--- src/rtl/ex_operand_stage.sv ---
// ID/EX operand register feeding the 32-bit ALU: selects and forwards operands A/B,
// tracks stall/flush, and counts inserted bubbles. Forwarding enabled by EX_OPERAND_FORWARD_EN.
module ex_operand_stage #(
    parameter int DATA_W = 32,
    parameter int CNT_W  = 16
) (
    input  logic              clock,
    input  logic              reset,
    input  logic              in_valid,
    input  logic              stall,
    input  logic              flush,
    input  logic [DATA_W-1:0] id_qa,
    input  logic [DATA_W-1:0] id_qb,
    input  logic [4:0]        id_rs,
    input  logic [4:0]        id_rt,
    input  logic [DATA_W-1:0] id_imm,
    input  logic [4:0]        id_sa,
    input  logic              id_shift,
    input  logic              id_aluimm,
    input  logic [3:0]        id_aluc,
    input  logic              id_wreg,
    input  logic [4:0]        id_rn,
    input  logic              mem_wreg,
    input  logic [4:0]        mem_rn,
    input  logic [DATA_W-1:0] mem_data,
    input  logic              wb_wreg,
    input  logic [4:0]        wb_rn,
    input  logic [DATA_W-1:0] wb_data,
    output logic              ex_valid,
    output logic [DATA_W-1:0] ex_a,
    output logic [DATA_W-1:0] ex_b,
    output logic [3:0]        ex_aluc,
    output logic              ex_wreg,
    output logic [4:0]        ex_rn,
    output logic [CNT_W-1:0]  bubble_cnt
);

    // Slot control: flush and (no stall, no in_valid) both write a bubble; stall
    // freezes the slot and the counter; otherwise the decode instruction is loaded.
    logic              do_bubble;
    logic              do_load;
    logic [DATA_W-1:0] fwd_a;
    logic [DATA_W-1:0] fwd_b;
    logic [DATA_W-1:0] sel_a;
    logic [DATA_W-1:0] sel_b;

    assign do_bubble = flush || (!stall && !in_valid);
    assign do_load   = !flush && !stall && in_valid;

`ifdef EX_OPERAND_FORWARD_EN
    // MEM is the younger result, so it is checked first; r0 never forwards.
    function automatic logic [DATA_W-1:0] fwd(
        input logic [4:0]        r,
        input logic [DATA_W-1:0] q,
        input logic              m_we,
        input logic [4:0]        m_rn,
        input logic [DATA_W-1:0] m_d,
        input logic              w_we,
        input logic [4:0]        w_rn,
        input logic [DATA_W-1:0] w_d
    );
        if (r != 5'd0 && m_we && m_rn == r) return m_d;
        if (r != 5'd0 && w_we && w_rn == r) return w_d;
        return q;
    endfunction

    assign fwd_a = fwd(id_rs, id_qa, mem_wreg, mem_rn, mem_data, wb_wreg, wb_rn, wb_data);
    assign fwd_b = fwd(id_rt, id_qb, mem_wreg, mem_rn, mem_data, wb_wreg, wb_rn, wb_data);
`else
    logic unused_fwd_srcs;
    assign unused_fwd_srcs = ^{mem_wreg, mem_rn, mem_data, wb_wreg, wb_rn, wb_data, id_rs, id_rt};
    assign fwd_a = id_qa;
    assign fwd_b = id_qb;
`endif

    // The ALU uses a directly as the shift distance, so the upper bits must be zero.
    assign sel_a = id_shift  ? {{(DATA_W-5){1'b0}}, id_sa} : fwd_a;
    assign sel_b = id_aluimm ? id_imm : fwd_b;

    always_ff @(posedge clock) begin
        if (reset) begin
            ex_valid   <= 1'b0;
            ex_a       <= '0;
            ex_b       <= '0;
            ex_aluc    <= 4'd0;
            ex_wreg    <= 1'b0;
            ex_rn      <= 5'd0;
            bubble_cnt <= '0;
        end else if (do_bubble) begin
            ex_valid <= 1'b0;
            ex_a     <= '0;
            ex_b     <= '0;
            ex_aluc  <= 4'd0;
            ex_wreg  <= 1'b0;
            ex_rn    <= 5'd0;
            if (bubble_cnt != {CNT_W{1'b1}}) begin
                bubble_cnt <= bubble_cnt + 1'b1;
            end
        end else if (do_load) begin
            ex_valid <= 1'b1;
            ex_a     <= sel_a;
            ex_b     <= sel_b;
            ex_aluc  <= id_aluc;
            ex_wreg  <= id_wreg;
            ex_rn    <= id_rn;
        end
    end

endmodule
--- config.mk ---
export PLATFORM = sky130hd
export DESIGN_NAME = ex_operand_stage
export DESIGN_NICKNAME = d
export VERILOG_FILES = /design/src/rtl/ex_operand_stage.sv
export SDC_FILE = /design/constraint.sdc
export NUM_CORES = 1
export LEC_CHECK = 0
export ABC_AREA = 1
export BUFFER_PORTS_ARGS = -buffer_cell sky130_fd_sc_hd__buf_2
export CORE_AREA = 3 3 113 115
export DETAILED_ROUTE_END_ITERATION = 7
export DIE_AREA = 0 0 116 118
export GPL_TIMING_DRIVEN = 1
export PLACE_DENSITY = 0.66
export SETUP_SLACK_MARGIN = 0.02
export SKIP_LAST_GASP = 1
export SYNTH_ARGS = -nofsm -noshare
export SYNTH_HDL_FRONTEND = slang
export SYNTH_SLANG_ARGS = --single-unit
--- constraint.sdc ---
create_clock -name clock -period 2.5 [get_ports clock]
set_input_delay 0.25 -clock clock [delete_from_list [all_inputs] [get_ports clock]]
set_output_delay 0.25 -clock clock [all_outputs]
set_load 0.02 [all_outputs]
## Yosys cells after proc, flatten, opt, wreduce, memory -nomap -nowiden

Cells that the tools add are included.

| storage, ports and cells | value |
|---|---|
| word-level logic and storage cells | 20 |
| output and inout bits | 91 |
| register bits after elaboration | 91 |
| input port bits | 204 |

| cells by class | value |
|---|---|
| multiplexer cells | 2 |
| reduce and logical (&&, ||, !) cells | 9 |
| $add $sub $neg | 1 |
| equality and inequality tests | 1 |

Operator list:

| kind | number |
|---|---|
| $mux 32 | 2 |
| $add 16x1->16 const B | 1 |
| $ne 16x16->1 const B | 1 |
| $logic_and 1x1->1 | 3 |
| $logic_not 1->1 | 3 |
| $reduce_and 2->1 | 1 |
| $reduce_or 2->1 | 1 |
| $logic_or 1x1->1 | 1 |

## Longest topological paths before layout

| depth | value |
|---|---|
| depth after elaboration | 4 |
| mapped depth | 9 |
| gate-level depth less buffers | 9 |

## Worst setup path after synthesis

No wires, ideal clock.

| timing | value |
|---|---|
| path type | reg2reg |
| start | reg bubble_cnt[0] |
| end | reg bubble_cnt[10] |
| clock period less this slack | 1.477 ns |
| arrival | 1.361 ns |
| required time | 2.385 ns |
| setup time | 0.115 ns |
| buffers on the path | 0 |
| cell stages (with the launch flop) | 7 |
| path slack | 1.023 ns |
| cells stage by stage | dfxtp_1 -> ha_1 -> inv_1 -> nor2_1 -> nand4_4 -> a21oi_1 -> nor2_1 |

| between the ends | value |
|---|---|
| word-level cells in the longest chain between the ends | 2 |
| elaborated cells between the ends (all ways) | 3 |
| those cells by class | add/sub: 1; eq/ne: 1; reduce/logical: 1 |

Ends and longest elaborated chain:

| element | RTL line | RTL |
|---|---|---|
| start, declared | 35 | `output logic [CNT_W-1:0] bubble_cnt` |
| start signal, assigned | 97 | `bubble_cnt <= bubble_cnt + 1'b1;` |
| branches (longest 2 deep; another with $add 16x1->16) | n/a |  |

Parallel ways; which one is timed is not known.
A chain may end at the register's enable or synchronous reset.

## Worst setup path in the final report

Ends and elaborated chain as after synthesis.

==> results.tsv <==
stage	metric	value	unit
run_status	status	finished clean	
setup_path	path_class	register to register	
sta	timing.fmax	668	MHz
route	wl_met3	935	um
setup_path	critical-path-max-stage-delay	0.40	ns
synthesis	synth-edff-count	0	
final_layout	layout.nets	964	
floorplanning	dieArea	13700	um^2
placed_design	place.gp.congestion	0.833	
clock_network	clkLatencyLatePin	0.35	ns
clock_network	cts_buffers	9	
global_routing	antenna_found_initial	0	
final_layout	fin_cells	911	
synthesis	synthesis.nets	774	
route	vias	4176	
global_routing	grt_max_degree	65	
floorplanning	num_rows	40	
sta	tightest_slew	0.569	ns
clock_network	clkTransAtPathRegs	0.06	ns
clock_network	cts_resized	0	
setup_path	crit_start	bubble_cnt[0]	
sta	max_slew_margin	62.1	%
global_routing	overflow	0	
pwr	p_per_area	584	nW/um^2
synthesis	synth.area.top_cells	dfxtp_1 45%, nor2_1 11%, a21oi_1 9.5%, nand2_1 9.4%, nand3_1 5.6%	
setup_path	cp_cell_sequence	ha_1, inv_1, nor2_1, nand4_4, a21oi_1, nor2_1	
clock_network	clock_sinks	91	
sta	fin_skew	0.00371	ns
setup_path	crit_required	2.74	ns
setup_path	reg2reg_depth	6	
synthesis	synthCells	569	
sta	min_period	1.50	ns
route	drt-initial-drc-count	204	
route	wl_met1	5060	um
route	wl_met2	5390	um
setup_path	cp-end-kind	register	
global_routing	gr-usage-all-layers	17.0	%
synthesis	yosysTopAreaCell	dfxtp_1	
pwr	ir_drop	0.471	mV
route	wirelength	11500	um
final_layout	area_growth	34.8	%
floorplanning	die_h	118	um
setup_path	crit_top_cell	nor2_1	
placed_design	port_buffers	208	
hold_path	hold_class	primary input to register	
synthesis	yosysTopAreaCellShare	44.5	%
synthesis	synth_warnings	0	
synthesis	synth_common_cells	115 x nor2_1, 102 x nand2_1, 91 x dfxtp_1	
setup_path	crit_arrival	1.74	ns
setup_path	crit_end	bubble_cnt[10]	
clock_network	cts-hold-fix-buffers	0	
placed_design	dpl.cell_count	895	
floorplanning	ios	295	
synthesis	yosysMostFrequentCell	nor2_1	
route	drc	0	
synthesis	synth_area	4090	um^2
setup_path	worstReg2RegStart	bubble_cnt[0]	
sta	finalMaxSlewViolations	0	
route	wl_per_cell	12.6	um
setup_path	slowest_stage	dfxtp_1	
floorplanning	start_util	34.3	%
setup_path	reg2reg_to	bubble_cnt[10]	
clock_network	clockBufferDepth	2	
floorplanning	die_x	116	um
clock_network	cts_setup_buffers	0	
placed_design	dp_hpwl	8460	um
route	first_pass_iters	4	
synthesis	ys.flop_type	dfxtp_1	
global_routing	grt_pass1_vias	3861	
pwr	power	3.22	mW
route	ant_nets	0	
route	vias_per_cell	4.58	
sta	hold_viol_final	0	
final_layout	antennaDiodeCount	0	
clock_network	clk_root_buffer_cell	clkbuf_16	
clock_network	htreeDepth	3	
synthesis	syn_area_per_cell	7.19	um^2
pwr	p_leak	2.61	nW
synthesis	yosysUniqueCellTypes	25	
sta	fin_crit_sh	59.9	%
final_layout	drive_gt1_share	33.2	%
sta	fin_hold_ws	0.0927	ns
setup_path	crit_fanout	10	
flow_run	maxCapViolations	0	
setup_path	start_kind	register	
sta	setup_tns	0	ns
sta	rsz0062_at_grt	false	
synthesis	async_flop_share	0	%
route	top_layer	met4	
setup_path	r2r_slack	1.00	ns
synthesis	ys_seq_area_share	44.5	%
global_routing	grt_pass1_wl	18800	um
clock_network	cts_tree	built	
sta	setup_viol	0	
synthesis	yosys_register_bits	91	
floorplanning	coreArea	11900	um^2
-- through the flow --
step | utilization (%) | worst slack, ns | area, um^2
floorplan | - | 1.02 | 4090
global placement | 43.8 | 0.848 | 5210
detailed placement | 43.8 | 0.837 | 5210
CTS | 46.3 | 1.01 | 5520
global route | 46.3 | 0.799 | 5520
finish | 46.3 | 1.00 | 5520
-- report_power, final --
part | leakage, nW | switching (mW) | total [mW] | internal, mW
Combinational | 1.72 | 0.206 | 0.349 | 0.143
Sequential | 0.735 | 0.0137 | 1.49 | 1.47
Clock | 0.150 | 0.579 | 1.39 | 0.808
Total | 2.61 | 0.799 | 3.22 | 2.42
-- worst max-delay path, delay by kind of cell, from the launching register on --
family	cells	cell delay [ns]
buf+inv	1	0.06
simple gates	3	0.44
compound gates	1	0.19
flops	1	0.40
fa+ha+maj	1	0.29
-- placed cells by master, fill, tap and decap left out, drive strengths merged --
cell type    n
a211oi      32
a21oi       78
a311oi       5
buf        215
bufinv       1
clkbuf      11
clkinv       5
dfxtp       91
ha           1
inv         49
nand2      105
nand3       46
nand3b       3
nand4        2
nor2       117
o21ai        2
xnor2        1
-- cell families (layout without fill, tap and decap cells) --
group / count (synthesis) / after routing / synth area share, %
AO/OA/AOI/OAI: 117 / 117 / 18.3
XOR/XNOR: 1 / 1 / 0.214
adder cells (fa/ha/maj): 1 / 1 / 0.306
buffers and inverters: 86 / 281 / 9.14
flip-flops: 91 / 91 / 44.5
AND/OR/NAND/NOR: 273 / 273 / 27.5
-- worst min path at each step --
stage / start / to / slack, ns / cells after the start
final: reset / bubble_cnt[4] / 0.09 / 2
after global routing: reset / bubble_cnt[4] / 0.09 / 2
after CTS: reset / bubble_cnt[4] / 0.07 / 2
after detailed placement: reset / bubble_cnt[4] / 0.44 / 2
after global placement: reset / bubble_cnt[4] / 0.44 / 2
after floorplan: reset / bubble_cnt[4] / 0.32 / 1
-- metal layers --
metal	vias up	track usage, %
li1	2233	-
met1	1809	21.6
met2	125	26.4
met4	0	4.64
met3	9	7.35
met5	-	0
-- sequential cells by signal (all words and copies together), names as in the netlist --
name	flops
ex_rn	5
ex_b	32
bubble_cnt	16
ex_a	32
ex_valid	1
ex_aluc	4
ex_wreg	1
-- final cells by class --
cell class	instances	area, um^2
Clock buffer	11	243
Sequential cell	91	1820
Inverter	50	190
Multi-Input combinational cell	392	1900
Tap cell	147	184
Timing Repair Buffer	215	1120
Fill cell	1274	6390
Clock inverter	5	61.3
Note: power is estimated with default switching activity, not from simulation.
